$ cat src/rtl/sim_exit_monitor.sv
// -----------------------------------------------------------------------------
// sim_exit_monitor
//
// End-of-test monitor for simulation. It takes tohost-style 64-bit mailbox
// writes, decodes exit requests, runs a progress watchdog fed by a core
// heartbeat, and raises a sticky success/failure verdict with a reason code
// and the latched exit code. The test driver samples success/failure on
// every core_clock edge.
//
// Optional feature (macro SIM_EXIT_CONSOLE_EN):
//   When defined, writes tagged 8'h01/8'h01 in req_data[63:48] produce a
//   one-cycle character strobe on console_valid/console_char. When undefined,
//   those ports do not exist and such writes are acked and ignored.
//
// Ports:
//   core_clock     in   1   clock, all state updates on posedge
//   reset          in   1   synchronous, active-low
//   heartbeat      in   1   1-cycle progress pulse, restarts the watchdog
//   req_valid      in   1   mailbox write valid
//   req_ready      out  1   mailbox write ready (high only while running)
//   req_data       in   64  mailbox write payload
//   success        out  1   test passed, held until reset
//   failure        out  1   test failed, held until reset
//   reason         out  2   0 none, 1 nonzero exit code, 2 watchdog timeout
//   exit_code      out  31  req_data[31:1] of the accepted exit write
//   console_valid  out  1   (SIM_EXIT_CONSOLE_EN) 1-cycle character strobe
//   console_char   out  8   (SIM_EXIT_CONSOLE_EN) character
// -----------------------------------------------------------------------------
module sim_exit_monitor #(
  parameter int STARTUP_CYCLES = 8,
  parameter int DRAIN_CYCLES   = 16,
  parameter int WDOG_CYCLES    = 1000000,
  parameter int WDOG_W         = 32
) (
  input  logic        core_clock,
  input  logic        reset,
  input  logic        heartbeat,
  input  logic        req_valid,
  output logic        req_ready,
  input  logic [63:0] req_data,
  output logic        success,
  output logic        failure,
  output logic [1:0]  reason,
`ifdef SIM_EXIT_CONSOLE_EN
  output logic        console_valid,
  output logic [7:0]  console_char,
`endif
  output logic [30:0] exit_code
);

  // One counter serves startup, watchdog and drain since those phases never
  // overlap; size it for the largest of the three.
  localparam int ST_W  = $clog2(STARTUP_CYCLES + 1);
  localparam int DR_W  = $clog2(DRAIN_CYCLES + 1);
  localparam int MAX_A = (ST_W > DR_W) ? ST_W : DR_W;
  localparam int CNT_W = (WDOG_W > MAX_A) ? WDOG_W : MAX_A;

  localparam logic [CNT_W-1:0] STARTUP_LAST = CNT_W'(STARTUP_CYCLES - 1);
  localparam logic [CNT_W-1:0] DRAIN_LAST   = CNT_W'(DRAIN_CYCLES - 1);
  localparam logic [CNT_W-1:0] WDOG_LAST    =
    CNT_W'((WDOG_CYCLES == 0) ? 0 : WDOG_CYCLES - 1);

  typedef enum logic [2:0] {
    ST_STARTUP    = 3'd0,
    ST_RUN        = 3'd1,
    ST_DRAIN_PASS = 3'd2,
    ST_DRAIN_FAIL = 3'd3,
    ST_PASS       = 3'd4,
    ST_FAIL       = 3'd5
  } state_t;

  state_t            state_reg, state_next;
  logic [CNT_W-1:0]  cnt_reg, cnt_next;
  logic              req_ready_reg, req_ready_next;
  logic              success_reg, success_next;
  logic              failure_reg, failure_next;
  logic [1:0]        reason_reg, reason_next;
  logic [30:0]       exit_code_reg, exit_code_next;

  // req_ready_reg is only high in RUN, so accept implies RUN.
  logic accept;
  logic is_exit;
  assign accept  = req_valid & req_ready_reg;
  assign is_exit = accept && (req_data[63:56] == 8'h00) && req_data[0];

  // Payload bits that carry no meaning for this block.
  logic unused_data;
  assign unused_data = ^req_data[55:32];

  // ---------------------------------------------------------------------------
  // State register
  // ---------------------------------------------------------------------------
  always_ff @(posedge core_clock) begin
    if (!reset) begin
      state_reg <= ST_STARTUP;
      cnt_reg   <= '0;
    end else begin
      state_reg <= state_next;
      cnt_reg   <= cnt_next;
    end
  end

  // ---------------------------------------------------------------------------
  // Next-state logic
  // ---------------------------------------------------------------------------
  always_comb begin
    state_next = state_reg;
    cnt_next   = cnt_reg;
    case (state_reg)
      ST_STARTUP: begin
        if (cnt_reg == STARTUP_LAST) begin
          state_next = ST_RUN;
          cnt_next   = '0;
        end else begin
          cnt_next = cnt_reg + 1'b1;
        end
      end
      ST_RUN: begin
        // Any accept or heartbeat counts as progress, which is also how an
        // exit write or heartbeat on the expiry cycle cancels the timeout.
        if (is_exit) begin
          state_next = (req_data[31:1] == 31'd0) ? ST_DRAIN_PASS : ST_DRAIN_FAIL;
          cnt_next   = '0;
        end else if (heartbeat || accept) begin
          cnt_next = '0;
        end else if (WDOG_CYCLES != 0) begin
          if (cnt_reg == WDOG_LAST) begin
            state_next = ST_FAIL;
            cnt_next   = '0;
          end else begin
            cnt_next = cnt_reg + 1'b1;
          end
        end
      end
      ST_DRAIN_PASS, ST_DRAIN_FAIL: begin
        if (cnt_reg == DRAIN_LAST) begin
          state_next = (state_reg == ST_DRAIN_PASS) ? ST_PASS : ST_FAIL;
          cnt_next   = '0;
        end else begin
          cnt_next = cnt_reg + 1'b1;
        end
      end
      default: begin
        // PASS / FAIL are terminal until reset.
      end
    endcase
  end

  // ---------------------------------------------------------------------------
  // Output logic: next values of the output registers, derived from the
  // upcoming state so every port comes straight from a flop.
  // ---------------------------------------------------------------------------
  always_comb begin
    req_ready_next = (state_next == ST_RUN);
    success_next   = (state_next == ST_PASS);
    failure_next   = (state_next == ST_FAIL);
    reason_next    = reason_reg;
    exit_code_next = exit_code_reg;
    if (state_reg == ST_RUN && state_next == ST_FAIL) begin
      reason_next = 2'd2;
    end else if (state_reg == ST_DRAIN_FAIL && state_next == ST_FAIL) begin
      reason_next = 2'd1;
    end
    if (is_exit) begin
      exit_code_next = req_data[31:1];
    end
  end

  always_ff @(posedge core_clock) begin
    if (!reset) begin
      req_ready_reg <= 1'b0;
      success_reg   <= 1'b0;
      failure_reg   <= 1'b0;
      reason_reg    <= 2'd0;
      exit_code_reg <= 31'd0;
    end else begin
      req_ready_reg <= req_ready_next;
      success_reg   <= success_next;
      failure_reg   <= failure_next;
      reason_reg    <= reason_next;
      exit_code_reg <= exit_code_next;
    end
  end

  assign req_ready = req_ready_reg;
  assign success   = success_reg;
  assign failure   = failure_reg;
  assign reason    = reason_reg;
  assign exit_code = exit_code_reg;

`ifdef SIM_EXIT_CONSOLE_EN
  // Console character strobe: one cycle per accepted 8'h01/8'h01 write.
  logic       console_valid_reg, console_valid_next;
  logic [7:0] console_char_reg, console_char_next;

  always_comb begin
    console_valid_next = accept && (req_data[63:56] == 8'h01) &&
                         (req_data[55:48] == 8'h01);
    console_char_next  = console_valid_next ? req_data[7:0] : console_char_reg;
  end

  always_ff @(posedge core_clock) begin
    if (!reset) begin
      console_valid_reg <= 1'b0;
      console_char_reg  <= 8'h00;
    end else begin
      console_valid_reg <= console_valid_next;
      console_char_reg  <= console_char_next;
    end
  end

  assign console_valid = console_valid_reg;
  assign console_char  = console_char_reg;
`endif

endmodule

$ cat config.mk
export PLATFORM = sky130hd
export DESIGN_NAME = sim_exit_monitor
export DESIGN_NICKNAME = d
export VERILOG_FILES = /design/src/rtl/sim_exit_monitor.sv
export SDC_FILE = /design/constraint.sdc
export NUM_CORES = 1
export LEC_CHECK = 0
export CAP_MARGIN = 20
export CORE_MARGIN = 3
export CORE_UTILIZATION = 40
export CTS_CLUSTER_SIZE = 30
export DETAILED_ROUTE_END_ITERATION = 7
export PLACE_DENSITY = 0.74
export SLEW_MARGIN = 40
export SYNTH_ARGS = -nofsm -noshare
export SYNTH_HDL_FRONTEND = slang
export SYNTH_SLANG_ARGS = --single-unit
$ cat constraint.sdc
create_clock -name core_clock -period 1.8 [get_ports core_clock]
set_input_delay 0.18 -clock core_clock [delete_from_list [all_inputs] [get_ports core_clock]]
set_output_delay 0.18 -clock core_clock [all_outputs]
set_load 0.05 [all_outputs]
==> metrics.txt, run 1 <==
grt total ovfl 0; max-slew violations 0; Starting Density 41.46%; Final min period 1.974 ns; VDD IR max 0.4504 mV; final HPWL from detailed placement 6308 um; Setup Crit Path Kind reg -> reg; R2R setup slack -0.17 ns; CTS Root Cell clkbuf_8; area share of the largest cell type after synthesis 43.91%; DRC marker count from the first detailed-route iteration 100; Yosys Warn Count 0; post-synthesis register bit count 71; CTS sink cnt 71; Die Ht 95.96 um; WL/cell 15.19 um; GRT Overall Usage 19.95%; register area 1433 um2; post-route cell area 4868 um2; Rows 32; unrepaired setup endpoints after global routing yes; Post-Syn Area 3237 um2; antenna violations before repair 0; antenna cells 0; worst-path maximum fanout 7; failing checks negative setup slack; internal power 2.361 mW; Synthesized Nets 444; Worst Tran Pin Value 0.5389 ns; total chip power 3.078 mW; biggest area consumer among synthesized cells dfxtp_1; vias per cell 5.190; Total Neg Setup Slack -3.718 ns; Max H-tree Level 3; clk_skew 0.01617 ns; NetSw 717.0 uW; Arr. time, crit path 2.21 ns; clock buffer depth 2; post-synthesis cell count 375; Core Util, Final 62.36%; Final period util 109.7%; worst hold slack 0.4112 ns; Layout Nets 573; Post-DP Area 4451 um2; min-delay src req_data[6]; drc violations 0; CP endpoint kind register; fraction of layout cells with a size suffix above 1 25.39%; final setup margin -0.1740 ns; crit path from cnt_reg[16]; sw frac 23.30%; total wire length 9268 um; antenna viol nets, final 0; final setup fails 30; Final Hold Viols 0; routability cong. 0.8221; clk_lat worst skew 0.35 ns; Avg Inst Size Synth 8.632 um2; routed via count 3166; sequential share of the synthesized area 43.91%; layout overhead on the synthesized area 50.41%; status finished with violations; die area 9207 um2; Seq pwr share 51.4%; TritonCTS clock tree done; Startpoint Class register; fillers 662; Reg-to-Reg Start cnt_reg[16]; Hold Crit Class in -> reg; Core ar. 7807 um2; clock power share 41.0%; ranking of synthesized cells by area dfxtp_1, nand2_1, xor2_1, a21oi_1, nand4_1; Synth cell types 45; Die W 95.96 um; data required time of the worst path 2.04 ns; CTS buffer count 9; commonest cells after routing, fill and taps aside clkdlybuf4s50_1, nand2_1, dfxtp_1, buf_4, a21oi_1; max_cap viols 0; Largest register FFs 32; largest net degree at the start of global routing 36; P_leak 1.816 nW; Pwr Density 632.2 nW/um2; IO Count 104; worst relative slew slack 63.96%; first-pass GRT wire length 14370 um; commonest non-fill, non-tap cell in the layout clkdlybuf4s50_1; DR pass1 iterations 4; vias in the first global route 3093; Clock transition at path regs 0.08 ns; Comb power frac 7.7%; footprint of the multi-input gates 1812 um2; Port-buffer cells 79; Max Clock Freq 0.5066 GHz
worst paths after layout:
kind                                      end  depth (start not counted)
worst min-delay path             exit_code[5]                          3
worst max-delay path              cnt_reg[21]                          7
worst max register to register    cnt_reg[21]                          7
worst min register to register  exit_code[12]                          2
kinds of logic (layout without fill, tap and decap cells):
kind of cell,after synthesis,after routing,synth area share [%]
buffers and inverters,23,156,4.523
adders and majority gates,1,1,0.3865
AOI/OAI and AO/OA,53,53,10.24
xor gates and xnor gates,29,29,7.847
DFF,71,71,43.91
and+or+nand+nor,198,198,33.09
cell type report:
class / instances / area share [%]
clock buffer: 9 / 2.544
clock inverter: 6 / 1.465
inverter: 4 / 0.3084
multi-input combinational: 281 / 37.21
sequential: 71 / 29.43
tap: 102 / 2.621
timing repair buffer: 137 / 26.42
synthesized netlist by cell type, drive strengths merged:
cell type,number
nand4,23
and2b,1
or2,2
nor4,18
a21oi,36
o41ai,2
nand3,17
clkbuf,10
nor3b,1
xnor2,6
and2,5
or3,3
nor3,7
a21bo,1
a41oi,1
inv,3
nor2,37
and4b,1
and4,3
buf,9
o311a,1
and3,5
a21o,2
clkinv,1
nor2b,1
o21ai,7
ha,1
nand2,73
xor2,23
a31oi,1
o21a,1
dfxtp,71
nand2b,1
a211oi,1
power groups by stage:
stage / clock network (mW) / registers (mW) / logic, mW
6_report: 1.26 / 1.58 / 0.236
5_1_grt: 1.36 / 1.58 / 0.253
4_1_cts: 1.29 / 1.58 / 0.226
3_5_place_dp: 0 / 1.62 / 0.203
3_3_place_gp: 0 / 1.62 / 0.202
2_1_floorplan: 0 / 1.62 / 0.0593
per-stage QoR:
step | worst slack [ns] | cells
3_5_place_dp | -0.2644 | 590
3_3_place_gp | -0.2550 | 590
4_1_cts | -0.09052 | 609
5_1_grt | -0.2760 | 610
2_1_floorplan | 0.002383 | 375
6_report | -0.1740 | 610
worst max-delay path: stages, from the launching register on:
cell and delay, ns:
dfxtp_2 0.34, nor4_4 0.32, and2_4 0.22, a41oi_4 0.12
o41ai_4 0.45, buf_4 0.23, clkbuf_16 0.16, nor2_2 0.04
per-layer routing:
metal,up-vias,track usage [%],part of all wire [%]
met4,0,6.635,2.3
met1,1482,24.39,41
li1,1566,-,-
met3,24,6.255,6.1
met5,-,0,0
met2,94,33.24,51
what timing repair did:
item                                    4_1_cts  5_1_grt
gates resized for setup                      10       30
setup buffers                                 2        1
hold buffers                                  0        0
pin swaps                                    15       13
cloned                                        2        1
endpoints found under the setup margin       33       37
Note: power is estimated with default switching activity, not from simulation.
==> run 2: changes to the inputs <==
Settings changed: CORE_MARGIN 3 to unset, CORE_UTILIZATION 40 to 29, PLACE_DENSITY 0.74 to unset.
==> run 2 against run 1 <==
The flow still finishes with violations (negative setup slack). Register-to-register slack improved by 0.03 ns. Non-clock buffer count increased by 10. Critical path depth increased by 1. Clock-buffer cell count increased by 1. Design area increased by 3.7%. Largest power group unchanged. Setup slack improved by 0.026 ns. Routed wire length increased by 0.36%. Clock skew decreased by 0.0084 ns. Critical endpoint is now cnt_reg[28].
==> metrics.txt, run 2 (same netlist as run 1, synthesis figures left out) <==
status finished with violations; failing checks negative setup slack; final setup fails 30; unrepaired setup endpoints after global routing yes; layout overhead on the synthesized area 55.97%; Rows 38; vias per cell 4.763; fraction of layout cells with a size suffix above 1 27.55%; Layout Nets 583; fillers 1034; routed via count 3139; drc violations 0; antenna viol nets, final 0; CP Cell Sequence buf_4, nor3b_4, o21ai_0, o21a_1, o41ai_4, buf_6, clkbuf_16, nor2_1; total wire length 9301 um; placed cells 631; Pwr Density 672.2 nW/um2; CTS Root Cell clkbuf_8; clk_lat worst skew 0.36 ns; grt total ovfl 0; min-delay src req_data[6]; antenna cells 0; Core Util, Final 46.57%; first-pass GRT wire length 15350 um; IO Count 104; Clock transition at path regs 0.08 ns; routability cong. 0.8073; final HPWL from detailed placement 6360 um; largest net degree at the start of global routing 36; antenna violations before repair 0; Arr. time, crit path 2.20 ns; CTS buffer count 9; Final Hold Viols 0; clock buffer depth 2; vias in the first global route 3231; GRT Overall Usage 17.17%; Die W 107.7 um; RR Endpoint cnt_reg[28]; Largest register FFs 32; Starting Density 29.86%; commonest cells after routing, fill and taps aside clkdlybuf4s50_1, nand2_1, buf_4, dfxtp_1, a21oi_1; Die Ht 107.7 um; data required time of the worst path 2.05 ns; slowest stage delay, CP 0.39 ns; Worst Reg-to-Reg Cells 8; worst-path maximum fanout 7; VDD IR max 0.3831 mV; R2R setup slack -0.15 ns; P_leak 1.901 nW; die area 11590 um2; CP endpoint kind register; Setup Crit Path Kind reg -> reg; TritonCTS clock tree done; WL/cell 14.11 um; Port-buffer cells 79; hold_buf cts 0; Max H-tree Level 3; CP max stage cell o41ai_4; max-slew violations 0; Core ar. 10840 um2; Reg-to-Reg Start state_reg[2]; clk_skew 0.007794 ns; Startpoint Class register; Max Clock Freq 0.5132 GHz; CTS sink cnt 71; Hold Crit Class in -> reg; max_cap viols 0; end of the worst hold path exit_code[5]; hold path depth 3; DRC marker count from the first detailed-route iteration 151; Post-Layout Cell Count 659; Final period util 108.2%; final setup margin -0.1484 ns; commonest non-fill, non-tap cell in the layout clkdlybuf4s50_1; DR pass1 iterations 4; Worst Tran Pin Value 0.5249 ns; worst relative slew slack 64.90%; Final min period 1.948 ns
run 2: cell count changes in the layout (fill, tap and decap cells not counted), sizes merged:
cell / change
buf: +11
clkinvlp: -2
bufinv: +2
run 2: critical path, delay by kind of cell, from the launching register on:
kind,cells,cell delay [ns]
buffers and inverters,3,0.51
and+or+nand+nor,2,0.29
AOI/OAI and AO/OA,3,0.71
DFF,1,0.33
run 2: cell type report:
| class | count | area, um2 | area share, % |
|---|---|---|---|
| flip-flops and latches | 71 | 1436 | 28.45 |
| clock buffers | 10 | 127.6 | 2.528 |
| clock inverters | 6 | 116.4 | 2.305 |
| inverters | 4 | 15.01 | 0.2974 |
| repair buffers | 147 | 1354 | 26.82 |
| multi-input cells | 281 | 1824 | 36.13 |
| well taps | 140 | 175.2 | 3.470 |
run 2: metrics by stage:
step	area [um2]	hold WS (ns)	TNS, ns	power, mW	worst slack [ns]
after floorplan	3241	0.3205	0	1.680	0.002383
after global placement	4508	0.4372	-5.393	1.816	-0.2352
after detailed placement	4508	0.4449	-5.172	1.819	-0.2414
after CTS	4850	0.3862	-1.178	3.403	-0.06209
after global routing	5049	0.4043	-6.482	3.518	-0.2332
final	5049	0.3970	-3.590	3.394	-0.1484
run 2: worst max-delay path by stage:
stage | startpoint | cells after the start | to | slack (ns)
2_1_floorplan | cnt_reg[0] | 7 | cnt_reg[5] | 0.002
3_3_place_gp | req_data[19] | 6 | state_reg[0] | -0.24
3_5_place_dp | req_data[57] | 6 | state_reg[0] | -0.24
4_1_cts | cnt_reg[14] | 7 | cnt_reg[7] | -0.06
5_1_grt | state_reg[2] | 8 | cnt_reg[28] | -0.23
6_report | state_reg[2] | 8 | cnt_reg[28] | -0.15
run 2: layer usage:
layer	GRT usage, %	wire length (um)
met5	0	0
met4	6.262	115
met3	5.993	618
met2	28.25	4421
met1	20.53	4146
run 2: power breakdown:
part | internal [mW] | switching [mW] | leakage, nW
registers | 1.58 | 0.00685 | 0.578
logic | 0.142 | 0.0908 | 1.20
clock network | 0.931 | 0.646 | 0.121
run 2: timing repair:
| item | CTS | global route |
|---|---|---|
| setup endpoints to repair | 33 | 36 |
| gates resized for setup | 14 | 36 |
| pin swaps | 5 | 18 |
| buffers inserted | 4 | 6 |
| cloned | 2 | 1 |
==> run 3: changes to the inputs <==
Settings changed: CORE_ASPECT_RATIO set to 0.9.
==> run 3 against run 2 <==
The run still ends with negative setup slack left. Largest cell class unchanged. Power increased by 6.4%. Register-to-register slack improved by 0.08 ns. Design area rose by 3.4%. Routed wire length increased by 0.23%.
==> metrics.txt, run 3 (same netlist as run 1, synthesis figures left out) <==
Rows 36; Layout Nets 590; CTS Root Cell clkbuf_16; RR Endpoint cnt_reg[7]; grt total ovfl 0; final setup fails 30; commonest non-fill, non-tap cell in the layout clkdlybuf4s50_1; Core ar. 10860 um2; Die Ht 102.2 um; worst-path maximum fanout 8; Clock transition at path regs 0.06 ns; Pwr Density 691.4 nW/um2; max_cap viols 0; worst relative slew slack 63.46%; Post-Layout Cell Count 678; final HPWL from detailed placement 6503 um; GRT Overall Usage 15.93%; drc violations 0; clock buffer depth 2; commonest cells after routing, fill and taps aside clkdlybuf4s50_1, nand2_1, buf_4, dfxtp_1, a21oi_1; Setup Crit Path Kind reg -> reg; total wire length 9322 um; max-slew violations 0; hold_buf cts 0; Port-buffer cells 79; IO Count 104; first-pass GRT wire length 14370 um; Final min period 1.868 ns; CTS buffer count 9; Final Hold Viols 0; Worst Reg-to-Reg Cells 7; Largest register FFs 32; CTS sink cnt 71; Final period util 103.8%; clk_skew 0.008124 ns; Starting Density 29.82%; DR pass1 iterations 4; Arr. time, crit path 2.09 ns; vias in the first global route 2933; placed cells 653; TritonCTS clock tree done; Die W 113.4 um; unrepaired setup endpoints after global routing yes; vias per cell 4.699; Worst Tran Pin Value 0.5463 ns; antenna cells 0; total chip power 3.610 mW; CP endpoint kind register; P_leak 1.936 nW; Startpoint Class register; VDD IR max 0.4914 mV; R2R setup slack -0.07 ns; routability cong. 0.7773; final setup margin -0.06841 ns; failing checks negative setup slack; Max Clock Freq 0.5352 GHz; Reg-to-Reg Start cnt_reg[13]; DRC marker count from the first detailed-route iteration 145; crit path from cnt_reg[13]; Critical Path End cnt_reg[7]; Max H-tree Level 3; WL/cell 13.75 um; largest net degree at the start of global routing 33; fraction of layout cells with a size suffix above 1 29.66%; data required time of the worst path 2.02 ns; layout overhead on the synthesized area 61.31%; status finished with violations; antenna viol nets, final 0; clk_lat worst skew 0.34 ns; routed via count 3186; antenna violations before repair 0; die area 11590 um2; Hold Crit Class in -> reg
## run 3: per-layer routing
layer  up-vias  global-route usage, %  share of wire, %
met3        10                  3.796               2.8
met2        43                  26.10                50
met5         -                      0                 0
met4         0                  5.162               1.1
li1       1598                      -                 -
met1      1535                  20.78                46
## run 3: cell type report
class,instances,area [um2]
inverters,4,15.01
clock buffers,9,225.2
flip-flops and latches,71,1435
multi-input cells,281,1862
well taps,152,190.2
repair buffers,154,1420
fillers,1023,5634
clock inverters,7,73.82
## run 3: power breakdown
| group | switching (mW) | internal (mW) | total, mW |
|---|---|---|---|
| Combinational | 0.106 | 0.159 | 0.264 |
| Sequential | 0.00450 | 1.58 | 1.58 |
| Clock | 0.692 | 1.07 | 1.76 |
## run 3: worst min-delay path by stage
stage,startpoint,endpoint,slack [ns],cells past startpoint
3_3_place_gp,exit_code[25],exit_code[25],0.44,2
4_1_cts,req_data[2],exit_code[1],0.41,3
6_report,req_data[1],exit_code[0],0.43,3
3_5_place_dp,exit_code[25],exit_code[25],0.44,2
5_1_grt,req_data[1],exit_code[0],0.43,3
2_1_floorplan,req_data[1],exit_code[0],0.32,2
## run 3: what timing repair did
| action | CTS | global route |
|---|---|---|
| resized for setup | 15 | 37 |
| cloned | 2 | 1 |
| pin swaps | 9 | 15 |
| buffers inserted | 2 | 4 |
| endpoints found under the setup margin | 32 | 35 |
## run 3: worst max-delay path: stages, from the launching register on
cell,delay (ns)
dfxtp_1,0.31
nor4_2,0.32
nand3_2,0.15
o21a_1,0.25
o41ai_4,0.33
buf_4,0.18
clkbuf_16,0.17
nor2_4,0.04
## run 3: per-stage QoR
step	utilization (%)	instance area, um2	setup TNS (ns)	hold slack, ns	setup WS (ns)
2_1_floorplan	-	3241	0	0.3205	0.002383
4_1_cts	46.45	5042	-2.504	0.4139	-0.09427
3_5_place_dp	42.43	4606	-3.708	0.4448	-0.3396
3_3_place_gp	42.43	4606	-2.972	0.4386	-0.3062
6_report	48.10	5221	-1.591	0.4283	-0.06841
5_1_grt	48.10	5221	-3.904	0.4290	-0.1453
